## config.mk

```make
export PLATFORM = sky130hd
export DESIGN_NAME = vram_arbiter_flat
export DESIGN_NICKNAME = d
export VERILOG_FILES = /design/src/rtl/jupiter_pkg.sv /design/src/rtl/vram_arbiter_if.sv /design/src/rtl/vram_wbuf.sv /design/src/rtl/vram_arbiter.sv /design/src/flat_wrapper.sv
export SDC_FILE = /design/constraint.sdc
export NUM_CORES = 1
export LEC_CHECK = 0
export BUFFER_PORTS_ARGS = -buffer_cell sky130_fd_sc_hd__buf_4
export CAP_MARGIN = 20
export CORE_ASPECT_RATIO = 1.5
export CORE_MARGIN = 2
export CORE_UTILIZATION = 44
export DETAILED_ROUTE_END_ITERATION = 8
export HOLD_SLACK_MARGIN = 0.15
export PLACE_DENSITY_LB_ADDON = 0.25
export SYNTH_ARGS = -nofsm -noshare
export SYNTH_HDL_FRONTEND = slang
export SYNTH_HIERARCHICAL = 1
export SYNTH_SLANG_ARGS = --single-unit
```

## constraint.sdc

```tcl
create_clock -name clk -period 2 [get_ports clk]
set_clock_uncertainty 0.1 [all_clocks]
set_input_delay 0.2 -clock clk [delete_from_list [all_inputs] [get_ports clk]]
set_output_delay 0.2 -clock clk [all_outputs]
set_load 0.01 [all_outputs]
```

## src/rtl/jupiter_pkg.sv

```systemverilog
// Shared definitions for the video RAM arbiter: RAM geometry, RAM select
// encoding and the arbiter FSM state encoding.
package jupiter_pkg;

  localparam int RAM_AW = 10;
  localparam int RAM_DW = 8;

  localparam logic SEL_SCREEN = 1'b0;
  localparam logic SEL_CHAR   = 1'b1;

  typedef enum logic [2:0] {
    ST_IDLE    = 3'd0,
    ST_WAITING = 3'd1,
    ST_READ1   = 3'd2,
    ST_READ2   = 3'd3,
    ST_DONE    = 3'd4
  } arb_state_t;

endpackage

```

## src/rtl/vram_arbiter_if.sv

```systemverilog
// CPU-side bus between the Z80 bus decoder (master) and the video RAM
// arbiter (slave).
//
// Handshake: the master raises cpu_req with cpu_sel/cpu_we/cpu_addr/cpu_wdata
// stable and keeps them stable while cpu_req is high. The slave completes the
// access by raising cpu_ack (cpu_rdata valid for reads) and holds cpu_ack
// until the master drops cpu_req. Dropping cpu_req before cpu_ack aborts the
// access with no acknowledge. cpu_wait is the Z80 WAIT request for an access
// that is being held off.
interface vram_arbiter_if;
  import jupiter_pkg::*;

  logic              cpu_req;
  logic              cpu_sel;
  logic              cpu_we;
  logic [RAM_AW-1:0] cpu_addr;
  logic [RAM_DW-1:0] cpu_wdata;
  logic [RAM_DW-1:0] cpu_rdata;
  logic              cpu_ack;
  logic              cpu_wait;

  modport master (
    output cpu_req, cpu_sel, cpu_we, cpu_addr, cpu_wdata,
    input  cpu_rdata, cpu_ack, cpu_wait
  );

  modport slave (
    input  cpu_req, cpu_sel, cpu_we, cpu_addr, cpu_wdata,
    output cpu_rdata, cpu_ack, cpu_wait
  );

endinterface

```

## src/rtl/vram_wbuf.sv

```systemverilog
// Single-entry posted write buffer. Holds one CPU write until the video
// scanner releases the RAMs, then drains it with a one-clock write strobe.
// Also reports whether a lookup {sel, addr} matches the pending entry so a
// read can be forwarded from the buffer.
module vram_wbuf
  import jupiter_pkg::*;
(
  input  logic              clk,
  input  logic              reset_n,
  input  logic              capture,
  input  logic              cap_sel,
  input  logic [RAM_AW-1:0] cap_addr,
  input  logic [RAM_DW-1:0] cap_data,
  input  logic              vid_busy,
  input  logic              look_sel,
  input  logic [RAM_AW-1:0] look_addr,
  output logic              valid,
  output logic              buf_sel,
  output logic [RAM_AW-1:0] buf_addr,
  output logic [RAM_DW-1:0] buf_data,
  output logic              drain,
  output logic              hit
);

  // The entry leaves on the first clock the video side is idle.
  assign drain = valid & ~vid_busy;
  assign hit   = valid & (buf_sel == look_sel) & (buf_addr == look_addr);

  // Capture a new write or retire the pending one; capture only happens
  // while empty, so the two never coincide. Data is kept after the drain.
  always_ff @(posedge clk or negedge reset_n) begin
    if (!reset_n) begin
      valid    <= 1'b0;
      buf_sel  <= SEL_SCREEN;
      buf_addr <= '0;
      buf_data <= '0;
    end else if (capture) begin
      valid    <= 1'b1;
      buf_sel  <= cap_sel;
      buf_addr <= cap_addr;
      buf_data <= cap_data;
    end else if (drain) begin
      valid    <= 1'b0;
    end
  end

endmodule

```

## src/rtl/vram_arbiter.sv

```systemverilog
// Shares the screen RAM and character RAM between the Z80 and the video
// scanner. Video owns both RAMs whenever vid_busy is high; CPU reads are held
// off with cpu_wait, CPU writes are posted into a one-entry write buffer.
module vram_arbiter
  import jupiter_pkg::*;
#(
  parameter bit WBUF_EN = 1'b1,
  parameter int WCNT_W  = 16
) (
  input  logic              clk,
  input  logic              reset_n,
  input  logic              vid_busy,
  input  logic [RAM_AW-1:0] vid_saddr,
  input  logic [RAM_AW-1:0] vid_caddr,
  vram_arbiter_if.slave     bus,
  output logic [RAM_AW-1:0] sram_addr,
  output logic              sram_we,
  output logic [RAM_DW-1:0] sram_din,
  input  logic [RAM_DW-1:0] sram_dout,
  output logic [RAM_AW-1:0] cram_addr,
  output logic              cram_we,
  output logic [RAM_DW-1:0] cram_din,
  input  logic [RAM_DW-1:0] cram_dout,
  output logic [WCNT_W-1:0] wait_cnt,
  output arb_state_t        dbg_state
);

  arb_state_t        state;
  logic              fwd;
  logic              wbuf_valid;
  logic              wbuf_sel;
  logic [RAM_AW-1:0] wbuf_addr;
  logic [RAM_DW-1:0] wbuf_data;
  logic              drain;
  logic              hit;
  logic              wr_go;
  logic              rd_fwd;
  logic              rd_ram;
  logic              capture;

  assign dbg_state = state;

  // A posted write is taken straight from IDLE even while video is busy;
  // a write that had to wait (or an unbuffered write) needs the RAMs free.
  assign wr_go   = bus.cpu_req & bus.cpu_we & ~wbuf_valid &
                   ((WBUF_EN & (state == ST_IDLE)) | ~vid_busy);
  assign capture = wr_go & ((state == ST_IDLE) | (state == ST_WAITING));

  // A read matching the buffered entry needs no RAM, so it ignores vid_busy.
  // A RAM read waits for video and for the buffer to drain first.
  assign rd_fwd  = bus.cpu_req & ~bus.cpu_we & hit;
  assign rd_ram  = bus.cpu_req & ~bus.cpu_we & ~hit & ~vid_busy & ~wbuf_valid;

  assign bus.cpu_wait = bus.cpu_req &
                        ((state == ST_WAITING) | (state == ST_READ1) | (state == ST_READ2));

  vram_wbuf u_wbuf (
    .clk       (clk),
    .reset_n   (reset_n),
    .capture   (capture),
    .cap_sel   (bus.cpu_sel),
    .cap_addr  (bus.cpu_addr),
    .cap_data  (bus.cpu_wdata),
    .vid_busy  (vid_busy),
    .look_sel  (bus.cpu_sel),
    .look_addr (bus.cpu_addr),
    .valid     (wbuf_valid),
    .buf_sel   (wbuf_sel),
    .buf_addr  (wbuf_addr),
    .buf_data  (wbuf_data),
    .drain     (drain),
    .hit       (hit)
  );

  // Access sequencing: grant, two-clock read pipeline, ack hold, aborts.
  always_ff @(posedge clk or negedge reset_n) begin
    if (!reset_n) begin
      state         <= ST_IDLE;
      fwd           <= 1'b0;
      bus.cpu_ack   <= 1'b0;
      bus.cpu_rdata <= '0;
    end else begin
      case (state)
        ST_IDLE, ST_WAITING: begin
          if (!bus.cpu_req) begin
            state <= ST_IDLE;
          end else if (capture) begin
            state       <= ST_DONE;
            bus.cpu_ack <= 1'b1;
          end else if (rd_fwd | rd_ram) begin
            state <= ST_READ1;
            fwd   <= rd_fwd;
          end else begin
            state <= ST_WAITING;
          end
        end
        ST_READ1: begin
          if (!bus.cpu_req)          state <= ST_IDLE;
          else if (vid_busy && !fwd) state <= ST_WAITING;
          else                       state <= ST_READ2;
        end
        ST_READ2: begin
          if (!bus.cpu_req) begin
            state <= ST_IDLE;
          end else if (vid_busy && !fwd) begin
            state <= ST_WAITING;
          end else begin
            state       <= ST_DONE;
            bus.cpu_ack <= 1'b1;
            if (fwd)                          bus.cpu_rdata <= wbuf_data;
            else if (bus.cpu_sel == SEL_CHAR) bus.cpu_rdata <= cram_dout;
            else                              bus.cpu_rdata <= sram_dout;
          end
        end
        ST_DONE: begin
          if (!bus.cpu_req) begin
            state       <= ST_IDLE;
            bus.cpu_ack <= 1'b0;
          end
        end
        default: state <= ST_IDLE;
      endcase
    end
  end

  // Saturating count of clocks spent with the Z80 held in WAIT.
  always_ff @(posedge clk or negedge reset_n) begin
    if (!reset_n) begin
      wait_cnt <= '0;
    end else if (bus.cpu_wait && (wait_cnt != {WCNT_W{1'b1}})) begin
      wait_cnt <= wait_cnt + WCNT_W'(1);
    end
  end

  // RAM port mux: video first, then the buffer drain, else the CPU address.
  always_comb begin
    sram_addr = bus.cpu_addr;
    cram_addr = bus.cpu_addr;
    if (vid_busy) begin
      sram_addr = vid_saddr;
      cram_addr = vid_caddr;
    end else if (wbuf_valid) begin
      if (wbuf_sel == SEL_CHAR) cram_addr = wbuf_addr;
      else                      sram_addr = wbuf_addr;
    end
    sram_we  = drain & (wbuf_sel == SEL_SCREEN);
    cram_we  = drain & (wbuf_sel == SEL_CHAR);
    sram_din = wbuf_data;
    cram_din = wbuf_data;
  end

endmodule
```

## src/flat_wrapper.sv

```systemverilog
// flat-port wrapper written by rule: the top's interface ports become plain ports
module vram_arbiter_flat import jupiter_pkg::*;
#(
  parameter bit WBUF_EN = 1'b1,
  parameter int WCNT_W  = 16
)
  (clk, reset_n, vid_busy, vid_saddr, vid_caddr, sram_addr, sram_we, sram_din, sram_dout, cram_addr, cram_we, cram_din, cram_dout, wait_cnt, dbg_state, bus_cpu_req, bus_cpu_sel, bus_cpu_we, bus_cpu_addr, bus_cpu_wdata, bus_cpu_rdata, bus_cpu_ack, bus_cpu_wait);
  vram_arbiter_if bus_i ();
  input  logic clk;
  input  logic reset_n;
  input  logic vid_busy;
  input  logic [RAM_AW-1:0] vid_saddr;
  input  logic [RAM_AW-1:0] vid_caddr;
  output logic [RAM_AW-1:0] sram_addr;
  output logic sram_we;
  output logic [RAM_DW-1:0] sram_din;
  input  logic [RAM_DW-1:0] sram_dout;
  output logic [RAM_AW-1:0] cram_addr;
  output logic cram_we;
  output logic [RAM_DW-1:0] cram_din;
  input  logic [RAM_DW-1:0] cram_dout;
  output logic [WCNT_W-1:0] wait_cnt;
  output arb_state_t dbg_state;
  input wire logic [$bits(bus_i.cpu_req)-1:0] bus_cpu_req;
  input wire logic [$bits(bus_i.cpu_sel)-1:0] bus_cpu_sel;
  input wire logic [$bits(bus_i.cpu_we)-1:0] bus_cpu_we;
  input wire logic [$bits(bus_i.cpu_addr)-1:0] bus_cpu_addr;
  input wire logic [$bits(bus_i.cpu_wdata)-1:0] bus_cpu_wdata;
  output wire logic [$bits(bus_i.cpu_rdata)-1:0] bus_cpu_rdata;
  output wire logic [$bits(bus_i.cpu_ack)-1:0] bus_cpu_ack;
  output wire logic [$bits(bus_i.cpu_wait)-1:0] bus_cpu_wait;
  assign bus_i.cpu_req = bus_cpu_req;
  assign bus_i.cpu_sel = bus_cpu_sel;
  assign bus_i.cpu_we = bus_cpu_we;
  assign bus_i.cpu_addr = bus_cpu_addr;
  assign bus_i.cpu_wdata = bus_cpu_wdata;
  assign bus_cpu_rdata = bus_i.cpu_rdata;
  assign bus_cpu_ack = bus_i.cpu_ack;
  assign bus_cpu_wait = bus_i.cpu_wait;
  vram_arbiter #(.WBUF_EN(WBUF_EN), .WCNT_W(WCNT_W)) u_core (.clk(clk), .reset_n(reset_n), .vid_busy(vid_busy), .vid_saddr(vid_saddr), .vid_caddr(vid_caddr), .bus(bus_i), .sram_addr(sram_addr), .sram_we(sram_we), .sram_din(sram_din), .sram_dout(sram_dout), .cram_addr(cram_addr), .cram_we(cram_we), .cram_din(cram_din), .cram_dout(cram_dout), .wait_cnt(wait_cnt), .dbg_state(dbg_state));
endmodule
```

==> results.sh <==
export IMPL_status="finished, final reports clean"
export IMPL_whs_ps=161
export IMPL_clkLatencyLatePin_ps=290
export IMPL_nNetsFinal=514
export IMPL_core_area_um2=6530
export IMPL_max_stage_delay_ps=570
export IMPL_peakVddDrop_v=0.000740
export IMPL_crit_end="u_core/wait_cnt[1]"
export IMPL_ctsRootBufferMaster="clkbuf_8"
export IMPL_ant_nets=0
export IMPL_hold_path_class="input port to flop"
export IMPL_first_iter_violations=92
export IMPL_ys_seq_area_frac=0.409
export IMPL_placed_area_um2=4090
export IMPL_worstSetupPathDepth=5
export IMPL_post_cts_buffers=0
export IMPL_synth_top_area_frac=0.409
export IMPL_cts_tree="done"
export IMPL_tightest_slew_ps=644
export IMPL_synth_flop_cell="dfrtp_1"
export IMPL_finalNonFillerCells=529
export IMPL_placed_cells=502
export IMPL_n_antenna_cell=0
export IMPL_gp_congestion=0.814
export IMPL_path_clk_slew_ps=90
export IMPL_slew_headroom=0.571
export IMPL_yosysTopAreaCell="dfrtp_1"
export IMPL_antenna_found_initial=0
export IMPL_clock_sinks=49
export IMPL_synth_area_um2=3000
export IMPL_end_kind="flop"
export IMPL_synth_most_common_cell="dfrtp_1"
export IMPL_synth_cell_types=43
export IMPL_dp_hpwl_um=5740
export IMPL_ys_seq_elements=49
export IMPL_grt_pass1_vias=2816
export IMPL_worstPathRequired_ps=2080
export IMPL_fin_area_um2=4420
export IMPL_path_class="flop to flop"
export IMPL_grt_pass1_wl_um=13300
export IMPL_syn_num_nets=361
export IMPL_drcViolationCount=0
export IMPL_synth_edf_count=0
export IMPL_grt_overflow=0
export IMPL_die_w_um=71.4
export IMPL_fin_crit_sh=0.966
export IMPL_drt_wl_total_um=8020
export IMPL_setup_worst_path_start="u_core/wait_cnt[1]"
export IMPL_grt_usage=0.216
export IMPL_numCtsBuffers=5
export IMPL_finalHoldViolCount=0
export IMPL_crit_family="simple AND/OR/NAND/NOR gates"
export IMPL_routed_via_density=5.30
export IMPL_rr_endpoint="u_core/wait_cnt[1]"
export IMPL_fmax_mhz=518
export IMPL_setup_tns_ps=0
export IMPL_fp_dieH_um=105
export IMPL_drive_gt1_frac=0.419
export IMPL_rr_worst_depth=5
export IMPL_reg2reg_slack_ps=70
export IMPL_crit_slowest_cell="or4_4"
export IMPL_period_needed_ps=1930
export IMPL_detailroute_via_count=2803
export IMPL_start_util=0.460
export IMPL_max_cap_viol_count=0
export IMPL_setup_violations_final=0
export IMPL_die_area_um2=7510
export IMPL_grt_max_degree=50
export IMPL_io_buffers=126
export IMPL_dr_pass1_iters=4
export IMPL_synth_common_cells="49 x dfrtp_1, 37 x nand2_1, 31 x o21ai_0, 28 x mux2i_1, 20 x mux2_4"
export IMPL_htreeDepth=2
export IMPL_clock_path_buffers=2
export IMPL_arrival_ps=2010
export IMPL_area_delta_synth_final_pct=47.3
export IMPL_reg2reg_from="u_core/wait_cnt[1]"
export IMPL_p_leak_nw=2.21
export IMPL_finalMaxSlewViolations=0
export IMPL_wire_per_inst_um=15.2
export IMPL_ys_warn_count=6
export IMPL_ys_top_cells_by_area="dfrtp_1 41%, mux2_4 10%, mux2i_1 9.3%"
export IMPL_powerDensity_nw_per_um2=929
export IMPL_async_reset_ff_frac=1.00
export IMPL_rows=36
export IMPL_final_util=0.677
export IMPL_syn_avg_cell_area_um2=10.0
export IMPL_syn_inst=300
export IMPL_num_io_pins=127
export IMPL_cp_num_buf_inv=0
export IMPL_critical_path_max_fanout=5
export IMPL_cp_start_kind="flop"
export IMPL_path_cells="ha_1, nand3_1, or4_4, and2_4, mux2_4"
## routing by layer
metal  vias up  wire length (um)  GRT usage
li1       1365                 -          -
met1      1315              3140      0.260
met2       101              4200      0.374
met3        22               441     0.0405
met4         0               232     0.0836
met5         -                 0          0
## cell type report
type | instances | area, um2
clock buffers | 5 | 68.8
flip-flops and latches | 49 | 1230
clock inverters | 2 | 35.0
fillers | 512 | 2110
well taps | 76 | 95.1
repair buffers | 167 | 1300
inverters | 4 | 15.0
multi-input cells | 226 | 1670
## logic make-up (layout without fill, tap and decap cells)
kind of cell | after synthesis | after routing | share of synthesized area
simple gates | 101 | 101 | 0.178
compound gates | 52 | 52 | 0.0959
mux | 52 | 52 | 0.208
flops | 49 | 49 | 0.409
buf+inv | 25 | 178 | 0.0467
xor+xnor | 20 | 20 | 0.0584
fa+ha+maj | 1 | 1 | 0.00417
## tightest hold or removal path, stage by stage
cell	delay, ps
buf_4	100
nor3_1	50
o21ai_0	100
a21oi_1	70
## per-stage QoR
step	setup WS [ps]	total power [W]
2_1_floorplan	15.1	0.00263
3_3_place_gp	131	0.00335
3_5_place_dp	91.5	0.00341
4_1_cts	78.9	0.00413
5_1_grt	-0.419	0.00436
6_report	67.8	0.00411
## flip-flops by register name, summed over array words and instances, names as in the netlist
register                flops
u_core/wait_cnt            16
u_core/u_wbuf/buf_addr     10
u_core/bus.cpu_rdata        8
u_core/u_wbuf/buf_data      8
u_core/dbg_state            3
u_core/bus.cpu_ack          1
u_core/fwd                  1
u_core/u_wbuf/buf_sel       1
u_core/u_wbuf/valid         1
## cells in the final DEF, fill, tap and decap left out, types with 2 or more instances in the layout
cell and n:
nand2_1 37, mux2_1 2, mux2i_1 28, inv_1 4, xor2_1 4, or4_4 2
a21oi_1 12, o21a_1 2, nor4_1 4, nor3_1 5, nor2_1 13, nand3_1 8
mux2_2 2, o21ai_0 31, nor2b_1 3, dfrtp_2 3, dlygate4sd3_1 20, nand4_4 2
dfrtp_1 46, and3_1 2, and2_1 2, nand2b_1 6, buf_4 147, nand4_1 8
xnor2_1 16, clkbuf_8 5, mux2_4 20
## power breakdown
group / switching, W / total, W / leakage (nW) / internal, W
logic: 0.000726 / 0.00182 / 1.55 / 0.00109
registers: 0.000330 / 0.00162 / 0.610 / 0.00129
clock network: 0.000313 / 0.000677 / 0.0540 / 0.000364
## timing repair
item	4_1_cts	5_1_grt
gates resized for setup	0	5
hold buffers	20	0
endpoints found under the setup margin	0	6
endpoints found under the hold margin	69	0
## worst min path at each step
| stage | to | from | slack [ps] | cells after the start |
|---|---|---|---|---|
| after floorplan | u_core/bus.cpu_ack | reset_n | -200 | 0 |
| after global placement | u_core/u_wbuf/buf_addr[4] | reset_n | 160 | 1 |
| after detailed placement | u_core/u_wbuf/buf_addr[8] | reset_n | 160 | 1 |
| after CTS | u_core/dbg_state[1] | bus_cpu_we | 150 | 4 |
| after global routing | u_core/u_wbuf/buf_sel | bus_cpu_sel | 190 | 2 |
| final | u_core/dbg_state[1] | bus_cpu_we | 160 | 4 |
Note: power is estimated with default switching activity, not from simulation.
